## src/rtl/limn2600_icache_refill.sv

```systemverilog
// Limn2600 I-cache refill engine: fetches one line critical-word-first
// from the memory bus and streams it into the cache write port.
module limn2600_icache_refill #(
   parameter int LINE_WORDS = 4,
   parameter int TIMEOUT    = 255
) (
   input  logic        clk,
   input  logic        rst,
   input  logic        miss_valid,
   input  logic [31:0] miss_addr,
   output logic        miss_ready,
   output logic        crit_valid,
   output logic        fill_done,
   output logic        fill_err,
   output logic        bus_req,
   output logic [31:0] bus_addr,
   input  logic        bus_ack,
   input  logic [31:0] bus_rdata,
   input  logic        bus_err,
   output logic        cache_we,
   output logic [31:0] cache_addr,
   output logic [31:0] cache_wdata
);

   localparam int IW = $clog2(LINE_WORDS);
   localparam int BW = IW + 1;
   localparam logic [31:0] LMASK = 32'(LINE_WORDS * 4 - 1);

   typedef enum logic [2:0] {
      IDLE,
      REQ,
      WR,
      DONE,
      ERR
   } state_t;

   state_t        state, state_n;
   logic [31:0]   base, base_n;
   logic [31:0]   data, data_n;
   logic [IW-1:0] idx, idx_n;
   logic [BW-1:0] beats, beats_n;
   logic [15:0]   wcnt, wcnt_n;
   logic [31:0]   word_addr;

   // idx wraps inside the line, so the sum never leaves it
   assign word_addr = base + {{(30-IW){1'b0}}, idx, 2'b00};

   always_ff @(posedge clk) begin
      if (rst) begin
         state <= IDLE;
         base  <= '0;
         data  <= '0;
         idx   <= '0;
         beats <= '0;
         wcnt  <= '0;
      end else begin
         state <= state_n;
         base  <= base_n;
         data  <= data_n;
         idx   <= idx_n;
         beats <= beats_n;
         wcnt  <= wcnt_n;
      end
   end

   always_comb begin
      state_n     = state;
      base_n      = base;
      data_n      = data;
      idx_n       = idx;
      beats_n     = beats;
      wcnt_n      = wcnt;
      miss_ready  = 1'b0;
      crit_valid  = 1'b0;
      fill_done   = 1'b0;
      fill_err    = 1'b0;
      bus_req     = 1'b0;
      bus_addr    = '0;
      cache_we    = 1'b0;
      cache_addr  = '0;
      cache_wdata = '0;
      unique case (state)
         IDLE: begin
            miss_ready = 1'b1;
            if (miss_valid) begin
               base_n  = miss_addr & ~LMASK;
               idx_n   = miss_addr[IW+1:2];
               beats_n = '0;
               wcnt_n  = '0;
               state_n = REQ;
            end
         end
         REQ: begin
            bus_req  = 1'b1;
            bus_addr = word_addr;
            if (bus_err) begin
               state_n = ERR;
            end else if (bus_ack) begin
               data_n  = bus_rdata;
               state_n = WR;
            end else if (wcnt == 16'(TIMEOUT - 1)) begin
               state_n = ERR;
            end else begin
               wcnt_n = wcnt + 16'd1;
            end
         end
         WR: begin
            cache_we    = 1'b1;
            cache_addr  = word_addr;
            cache_wdata = data;
            crit_valid  = (beats == '0);
            idx_n       = idx + 1'b1;
            beats_n     = beats + 1'b1;
            wcnt_n      = '0;
            state_n     = (beats_n == BW'(LINE_WORDS)) ? DONE : REQ;
         end
         DONE: begin
            fill_done = 1'b1;
            state_n   = IDLE;
         end
         ERR: begin
            fill_err = 1'b1;
            state_n  = IDLE;
         end
         default: state_n = IDLE;
      endcase
      // a reset cycle must never leak a write or a pulse
      if (rst) begin
         crit_valid  = 1'b0;
         fill_done   = 1'b0;
         fill_err    = 1'b0;
         bus_req     = 1'b0;
         bus_addr    = '0;
         cache_we    = 1'b0;
         cache_addr  = '0;
         cache_wdata = '0;
      end
   end

endmodule
```

## config.mk

```make
export PLATFORM = sky130hd
export DESIGN_NAME = limn2600_icache_refill
export DESIGN_NICKNAME = d
export VERILOG_FILES = /design/src/rtl/limn2600_icache_refill.sv
export SDC_FILE = /design/constraint.sdc
export NUM_CORES = 1
export LEC_CHECK = 0
export ABC_CLOCK_PERIOD_IN_PS = 3000
export CORE_MARGIN = 2
export CORE_UTILIZATION = 47
export CTS_CLUSTER_DIAMETER = 100
export DETAILED_ROUTE_END_ITERATION = 8
export GPL_TIMING_DRIVEN = 0
export PLACE_DENSITY = 0.87
export SLEW_MARGIN = 20
export SYNTH_ARGS = -nofsm -noshare
export SYNTH_HDL_FRONTEND = slang
export SYNTH_SLANG_ARGS = --single-unit
export TNS_END_PERCENT = 1
```

## constraint.sdc

```tcl
create_clock -name clk -period 3 [get_ports clk]
set_input_delay 0.3 -clock clk [delete_from_list [all_inputs] [get_ports clk]]
set_output_delay 0.3 -clock clk [all_outputs]
set_load 0.02 [all_outputs]
```

==> run_results.csv <==
group,metric,value,unit
synth,synth_compound_area_frac,0.140,
setup_path,critPathMaxStageDelay,0.60,ns
setup_path,regToRegStartpoint,"state[0]$_SDFFE_PP0P_",
sta,tns,0,ns
cts,cts_tree,"built",
sta,finalClockSkew,0.00632,ns
setup_path,path_cells,"or3b_1 > clkbuf_2 > nor2_2 > clkbuf_2 > and2_1 > clkdlybuf4s50_1",
synth,yosysWarnings,0,
global_route,first_global_vias,4426,
final_layout,layout_commonest_cell,"clkdlybuf4s50_1",
die,num_rows,34,
setup_path,worst_ep_required_time,2.70,ns
cts,cts_sinks,84,
sta,period_minus_slack,2.92,ns
setup_path,rr_worst_depth,6,
synth,synth_fa_ha_area_frac,0.0152,
cts,htreeDepth,3,
synth,synth_mux_area_frac,0.00243,
synth,yosysTopAreaCellShare,0.409,
synth,syn_inst,549,
synth,ys_async_sr_fraction,0,
cts,cts_buffers,9,
min_path,min_from,"data[6]$_SDFFE_PP0P_",
setup_path,cp.buffers_inverters,3,
min_path,whs_path_depth,2,
die,core,8590,um2
setup_path,cp_common_cell,"clkbuf_2",
final_layout,n_antenna_cell,0,
routing,vias,4540,
die,die_y,97.6,um
final_layout,post-route-util,0.717,
setup_path,path_delay_family,"buffers and inverters",
run,cap_violations,0,
setup_path,critPathLaunchType,"flip-flop",
placement,dpl.hpwl,9810,um
routing,drt-total-wl,13200,um
cts,clk_path_buf_depth,2,
synth,yosys.area_share.simple,0.377,
setup_path,r2r_end,"data[11]$_SDFFE_PP0P_",
synth,yosysSeqAreaShare,0.409,
synth,synth_cell_types,40,
placement,portBuffers,163,
setup_path,cp_slowest_cell,"clkdlybuf4s50_1",
routing,drc,0,
final_layout,layout_common_cells,"clkdlybuf4s50_1, nand2_1, and2_1",
global_route,grt_use_total,0.269,
setup_path,r2r_slack,0.77,ns
final_layout,area_delta_synth_final,49.8,%
sta,finalSetupViolations,0,
routing,drtPass1Iterations,5,
sta,holdWs,0.453,ns
power_and_ir_drop,fin_total_pwr,0.00226,W
sta,tightest_slew,0.783,ns
sta,max_freq,0.343,GHz
routing,via_per_inst,5.41,
power_and_ir_drop,max-vdd-ir-drop,0.000231,V
global_route,grt_pass1_wl,21000,um
cts,worstSkewPairLatency,0.35,ns
synth,synth_seq_cells,84,
sta,drv_slew,0,
die,initial_core_util,0.479,
placement,place_congestion,0.970,
sta,rsz0062_at_grt,"yes",
global_route,grt-ovfl-total,0,
synth,yosysTopAreaCell,"dfxtp_1",
synth,synth_edf_count,0,
min_path,hold_end,"data[6]$_SDFFE_PP0P_",
routing,drt_iter0_drc,254,
synth,synth_top_family_by_area,"simple AND/OR/NAND/NOR gates",
routing,drtAntennaViolNets,0,
synth,ys.flop_type,"dfxtp_1",
final_layout,final_area,6160,um2
die,die_area,9520,um2
synth,synth.avg_cell_area,7.50,um2
die,die_w,97.6,um
cts,path_clk_slew,0.08,ns
setup_path,critPathArrivalTime,2.62,ns
synth,synth_area_leaders,"dfxtp_1, and2_1, nand2_1",
global_route,grt_max_degree,14,
min_path,hold_class,"reg -> reg",
setup_path,critical_path_class,"reg -> out",
placement,placed_area,5890,um2
global_route,antenna_found_initial,0,
cts,cts_root_buffer,"clkbuf_8",
sta,relSlewSlack,0.476,
routing,post_drt_wl_per_cell,15.7,um
synth,synth_xor_area_frac,0,
setup_path,cp-end-kind,"output pin",
power_and_ir_drop,leakagePower,2.50,nW
outcome,status,"finished, final reports clean",
final_layout,drive_gt1_frac,0.0561,
power_and_ir_drop,p_per_area,366,nW/um2
sta,hold_viol,0,
sta,period_share,0.973,
die,io-pin-count,171,
setup_path,worstPathMaxFanout,10,
synth,syn-cell-area,4120,um2
final_layout,final_nets,801,
## state kept, by name, indices dropped and copies added (netlist names)
name / flops
beats: 3
state: 3
data: 32
base: 28
wcnt: 16
idx: 2
## how the worst max path moves through the flow
stage,from,end,slack (ns),cells after the start
after global routing,state[2]$_SDFFE_PP0P_,cache_addr[26],-0.02,6
after CTS,state[1]$_SDFFE_PP0P_,cache_addr[5],-0.01,6
after floorplan,state[1]$_SDFFE_PP0P_,cache_addr[22],0.84,5
after global placement,state[1]$_SDFFE_PP0P_,cache_addr[2],0.06,6
after detailed placement,state[1]$_SDFFE_PP0P_,cache_addr[5],0.002,6
final,state[2]$_SDFFE_PP0P_,cache_addr[26],0.08,6
## power by group
part           total [W]  switching, W  leakage (nW)  internal (W)
Clock           0.000791      0.000393        0.0979      0.000399
Sequential       0.00118     0.0000264         0.683       0.00115
Combinational   0.000285      0.000147          1.72      0.000139
Total            0.00226      0.000566          2.50       0.00169
## synth_stat cells, types with 4 or more instances
| library cell | n |
|---|---|
| dfxtp_1 | 84 |
| nand2_1 | 129 |
| a21oi_1 | 67 |
| and2_1 | 94 |
| or2_2 | 4 |
| nor2_1 | 15 |
| o211ai_1 | 15 |
| or4_1 | 4 |
| inv_1 | 14 |
| nand3_1 | 15 |
| nor3_1 | 7 |
| clkbuf_1 | 35 |
| a31oi_1 | 4 |
| buf_4 | 4 |
| nand4_1 | 12 |
| ha_1 | 5 |
## kinds of logic after synthesis
logic type | Yosys count
simple gates | 303
compound gates | 99
flops | 84
buf+inv | 56
fa+ha+maj | 5
mux | 1
other cells | 1
## worst reg2reg max path: stages (launching register included)
cell      delay (ns)
dfxtp_1         0.44
or3b_1          0.36
buf_2           0.16
nor3b_2         0.45
clkbuf_1        0.47
nand2_1         0.13
a21oi_1         0.15
## layout make-up
cell class | instances | area [um2]
timing repair buffer | 163 | 1680
fill | 689 | 2430
buffer | 42 | 196
sequential | 84 | 1680
tap | 108 | 135
inverter | 14 | 52.6
multi-input combinational | 413 | 2230
clock buffer | 10 | 138
clock inverter | 5 | 52.6
## timing repair
item / in CTS / in global routing
pin swaps: 0 / 1
hold buffers: 0 / 0
gates resized for setup: 10 / 31
setup buffers: 0 / 0
gates cloned: 0 / 1
endpoints found under the setup margin: 90 / 70
## through the flow
stage	cells	setup WS, ns
2_1_floorplan	552	0.843
3_3_place_gp	823	0.0575
3_5_place_dp	823	0.00213
4_1_cts	838	-0.0137
5_1_grt	839	-0.0211
6_report	839	0.0813
## per-layer routing
| layer | share of wire | routed length, um | up-vias | global-route usage |
|---|---|---|---|---|
| met2 | 0.50 | 6630 | 216 | 0.482 |
| met1 | 0.40 | 5220 | 2110 | 0.301 |
| met5 | 0 | 0 | - | 0 |
| met4 | 0.025 | 335 | 0 | 0.111 |
| met3 | 0.075 | 988 | 29 | 0.0705 |
| li1 | - | - | 2185 | - |
Power figures use the tool's default switching activity.
==> edit 1, RTL diff (same flow settings) <==
Put a register stage on the output `fill_err`, without a reset. The value now appears one clock later. The other outputs are not delayed to match.
--- a/src/rtl/limn2600_icache_refill.sv
+++ b/src/rtl/limn2600_icache_refill.sv
@@ -33,6 +33,8 @@
       DONE,
       ERR
    } state_t;
+
+   logic fill_err_d;
 
    state_t        state, state_n;
    logic [31:0]   base, base_n;
@@ -73,7 +75,7 @@
       miss_ready  = 1'b0;
       crit_valid  = 1'b0;
       fill_done   = 1'b0;
-      fill_err    = 1'b0;
+      fill_err_d  = 1'b0;
       bus_req     = 1'b0;
       bus_addr    = '0;
       cache_we    = 1'b0;
@@ -119,7 +121,7 @@
             state_n   = IDLE;
          end
          ERR: begin
-            fill_err = 1'b1;
+            fill_err_d = 1'b1;
             state_n  = IDLE;
          end
          default: state_n = IDLE;
@@ -128,7 +130,7 @@
       if (rst) begin
          crit_valid  = 1'b0;
          fill_done   = 1'b0;
-         fill_err    = 1'b0;
+         fill_err_d  = 1'b0;
          bus_req     = 1'b0;
          bus_addr    = '0;
          cache_we    = 1'b0;
@@ -137,4 +139,8 @@
       end
    end
 
+   always_ff @(posedge clk) begin
+      fill_err <= fill_err_d;
+   end
+
 endmodule
Formal check against the unedited RTL: not equivalent (Yosys sat finds a counterexample within 4 cycles, from zero or initial values and one cycle with rst high).
==> edit 1 against the original RTL <==
Routed wire length decreased by 2.5%. Sequential cell count is 1 higher. Synthesized cell count unchanged. Non-clock buffer count increased by 7. Worst hold slack got worse by 0.00061 ns. Synthesized area is 2.0% higher. Final area rose by 4.2%. Largest power group unchanged. Worst setup slack improved by 0.020 ns. Register-to-register slack better by 0.14 ns. Total power grew 10%.
==> edit 1: results (changes against the original RTL) <==
run status=completed (unchanged); clk_skew=0.004231 ns (was 0.006323 ns); maximum vdd ir drop=240.6 uV (was 230.6 uV); global-route wire length before repair=20420 um (was 21050 um); placed cells=824 (was 823); Arr. time, crit path=2.60 ns (was 2.62 ns); top_reg_cell synth=dfxtp_1 (unchanged); Fillers=663 (was 689); GP Congestion=0.9229 (was 0.9695); placed inst area=5984 um2 (was 5893 um2); layout cell share with drive strength beyond 1=0.07221 (was 0.05609); Slew Limit Fails=0 (unchanged); final setup vio count=0 (unchanged); Final #Nets=805 (was 801); Placement Setup Slack=0.06316 ns (was 0.002135 ns); DPL Wire Length=9477 um (was 9813 um); Hold Crit Class=flop to flop (unchanged); CP Max Fanout=10 (unchanged); largest net degree at the start of global routing=14 (unchanged); Vias=4497 (was 4540); Ant. Diodes=0 (unchanged); leakage power=0.003444 uW (was 0.002502 uW); Synth top cells by count=nand2_1, and2_1, dfxtp_1, a21oi_1, clkbuf_1 (unchanged); CTS Buf Count=9 (unchanged); post-route insts no fill=842 (was 839); Ys Warns=0 (unchanged); drt pass-1 iters=5 (unchanged); Top Registers=data: 32 flops, base: 28 flops, wcnt: 16 flops (unchanged); clock buffer depth=2 (unchanged); Area contributors post-synth=dfxtp_1, and2_1, nand2_1 (unchanged); ys async rst share=0 (unchanged); hold depth=2 (unchanged); Root Buffer=clkbuf_8 (unchanged); Clk Latency, worst-skew pair=approximately 0.36 ns; vias in the first global route=4277 (was 4426); number of distinct library cells after synthesis=56 (was 40); synthesized area per cell=7.644 um2 (was 7.496 um2); GRT Overall Usage=0.2546 (was 0.2688); sequential area share after synthesis=0.4055 (was 0.4086); IO buf count=164 (was 163); DRT iter0 DRCs=209 (was 254); WL per Instance=15.25 um (was 15.71 um); antenna violations before repair=0 (unchanged); Slew headroom=0.4342 (was 0.4761); Register-to-Register Path Depth=7 (was 6)
## edit 1: cell types whose count changed after synthesis, sizes merged, moves of 6 or more
| cell | delta |
|---|---|
| nand4 | -7 |
| buf | +7 |
| nand2 | +7 |
| inv | -7 |
| o211ai | -14 |
| a31oi | +6 |
| nand3 | -8 |
| a21oi | +6 |
## edit 1: path summary, 6_finish.rpt
path,start,end,slack (ns)
hold / removal,data[25],data[25],0.45
hold reg to reg,data[25],data[25],0.45
setup / recovery,state[2],cache_we,0.10
setup reg to reg,state[2],data[7],0.91
## edit 1: worst max-delay path, stage by stage, from the launching register on
cell	delay [ns]
dfxtp_1	0.31
buf_2	0.19
or3b_1	0.38
clkbuf_1	0.19
nor2_4	0.14
buf_2	0.20
clkbuf_2	0.21
clkdlybuf4s50_1	0.63
## edit 1: what timing repair did
action                     4_1_cts  5_1_grt
setup endpoints to repair       88       88
buffers inserted                 0        4
pin swaps                        0        1
resized for setup               10       64
## edit 1: routing by layer
layer  global-route usage  vias to the layer above  part of all wire
met5                    0                        -                 0
met4               0.1012                        0             0.025
met3              0.05887                       27             0.085
met2               0.4349                      200              0.49
met1               0.3111                     2073              0.40
li1                     -                     2197                 -
## edit 1: logic make-up (layout without fill, tap and decap cells)
logic type	Yosys count	in the layout	synth area share
and+or+nand+nor	300	300	0.3751
AOI/OAI and AO/OA	105	105	0.1452
DFF	85	85	0.4055
buffers and inverters	51	233	0.05367
adders and majority gates	5	5	0.01491
muxes	2	2	0.004771
other	1	4	0.0008936
## edit 1: cell type report
cell class / instances / area, um2 / share of cell area
plain buffers: 44 / 211.5 / 0.03292
clock buffers: 10 / 137.6 / 0.02143
clock inverters: 4 / 97.59 / 0.01519
inverters: 7 / 26.28 / 0.004090
multi-input cells: 416 / 2292 / 0.3568
flip-flops and latches: 85 / 1702 / 0.2649
well taps: 108 / 135.1 / 0.02104
repair buffers: 168 / 1822 / 0.2836
## edit 1: report_power, final
group          total [uW]  internal [uW]  switching (uW)
Sequential           1190           1170            24.8
Clock                 977            567             410
Combinational         314            151             163
## edit 1: stage by stage
stage               hold slack, ns  total power (uW)
finish                      0.4525              2482
global route                0.4705              2572
CTS                         0.4542              2475
detailed placement          0.4426              1524
global placement            0.4369              1512
floorplan                   0.4317              1366
==> edit 2, RTL diff (config.mk and constraints unchanged) <==
Without the edit above. Set the parameter `TIMEOUT` to 127 (it was 255).
--- a/src/rtl/limn2600_icache_refill.sv
+++ b/src/rtl/limn2600_icache_refill.sv
@@ -2,7 +2,7 @@
 // from the memory bus and streams it into the cache write port.
 module limn2600_icache_refill #(
    parameter int LINE_WORDS = 4,
-   parameter int TIMEOUT    = 255
+   parameter int TIMEOUT    = 127
 ) (
    input  logic        clk,
    input  logic        rst,
Check against the original RTL: no difference found for any inputs over 10 cycles, from zero or initial values and one cycle with rst high; that may be too few to reach the edited logic, so the function may still have changed.
==> edit 2 against the original RTL <==
Routed wire length down 10%. Sequential power about the same. Maximum frequency down 0.68%. Worst setup slack worse by 0.020 ns. Critical endpoint is now cache_addr[10]. Final area down 2.8%. Register-to-register slack better by 0.07 ns. Critical path depth unchanged. Sequential cell count unchanged. Total power up 2.7%. Synthesized area down 3.7%.
==> edit 2: results (changes against the original RTL) <==
layout cell share with drive strength beyond 1=0.05390 (was 0.05609); Hold Path Sink=data[0] (was data[6]); placed cells=793 (was 823); Critical R2R Capture=wcnt[12] (was data[11]); largest net degree at the start of global routing=15 (was 14); Post-Route WL=11830 um (was 13180 um); GP Congestion=0.9202 (was 0.9695); clock network area share=0.03507 (was 0.03085); placed inst area=5738 um2 (was 5893 um2); run status=completed (unchanged); Worst Tran Pin Value=0.7370 ns (was 0.7830 ns); Arr. time, crit path=2.64 ns (was 2.62 ns); clk_skew=0.01352 ns (was 0.006323 ns); Synth top cells by count=nand2_1, and2_1, dfxtp_1, a21oi_1, clkbuf_1 (unchanged); Multi-In Gates=398 (was 413); Fmax achieved=0.3403 GHz (was 0.3426 GHz); vias in the first global route=4011 (was 4426); Critical path destination=cache_addr[10] (was cache_addr[26]); flop2flop setup slack=0.84 ns (was 0.77 ns); Via density=5.126 (was 5.411); leakage power=0.002414 uW (was 0.002502 uW); Signal buffers=202 (was 205); sequential area share after synthesis=0.4242 (was 0.4086); Area contributors post-synth=dfxtp_1, and2_1, nand2_1 (unchanged); synthesized area per cell=7.593 um2 (was 7.496 um2); Inverters=5 (was 14); Vias=4152 (was 4540); global-route wire length before repair=18300 um (was 21050 um); Final #Nets=774 (was 801); Clk power=856 uW (was 791 uW)
==> edit 2: routing by layer <==
layer  wire [um]  up-vias  global-route usage  part of all wire
li1            -     2065                   -                 -
met1        4792     1913              0.2972              0.40
met2        5887      152              0.4400              0.50
met3         897       22             0.07048             0.076
met4         255        0             0.09643             0.022
met5           0        -                   0                 0
==> edit 2: cell families after synthesis <==
kind of cell | count (synthesis) | share of synthesized area
buf+inv | 44 | 0.04640
xor+xnor | 6 | 0.01326
mux | 1 | 0.002525
compound gates | 92 | 0.1253
simple gates | 289 | 0.3715
other cells | 1 | 0.0009461
flops | 84 | 0.4242
fa+ha+maj | 5 | 0.01578
==> edit 2: critical path: stages, from the launching register on <==
cell and delay, ns:
dfxtp_1 0.37, or3b_2 0.47, clkbuf_2 0.20, nor2_4 0.25
clkbuf_4 0.23, and2_1 0.15, clkdlybuf4s50_1 0.61
==> edit 2: repair_timing <==
action	4_1_cts	5_1_grt
gates resized for setup	34	13
endpoints found under the setup margin	92	67
hold buffers	0	0
pin swaps	0	1
cloned	0	1
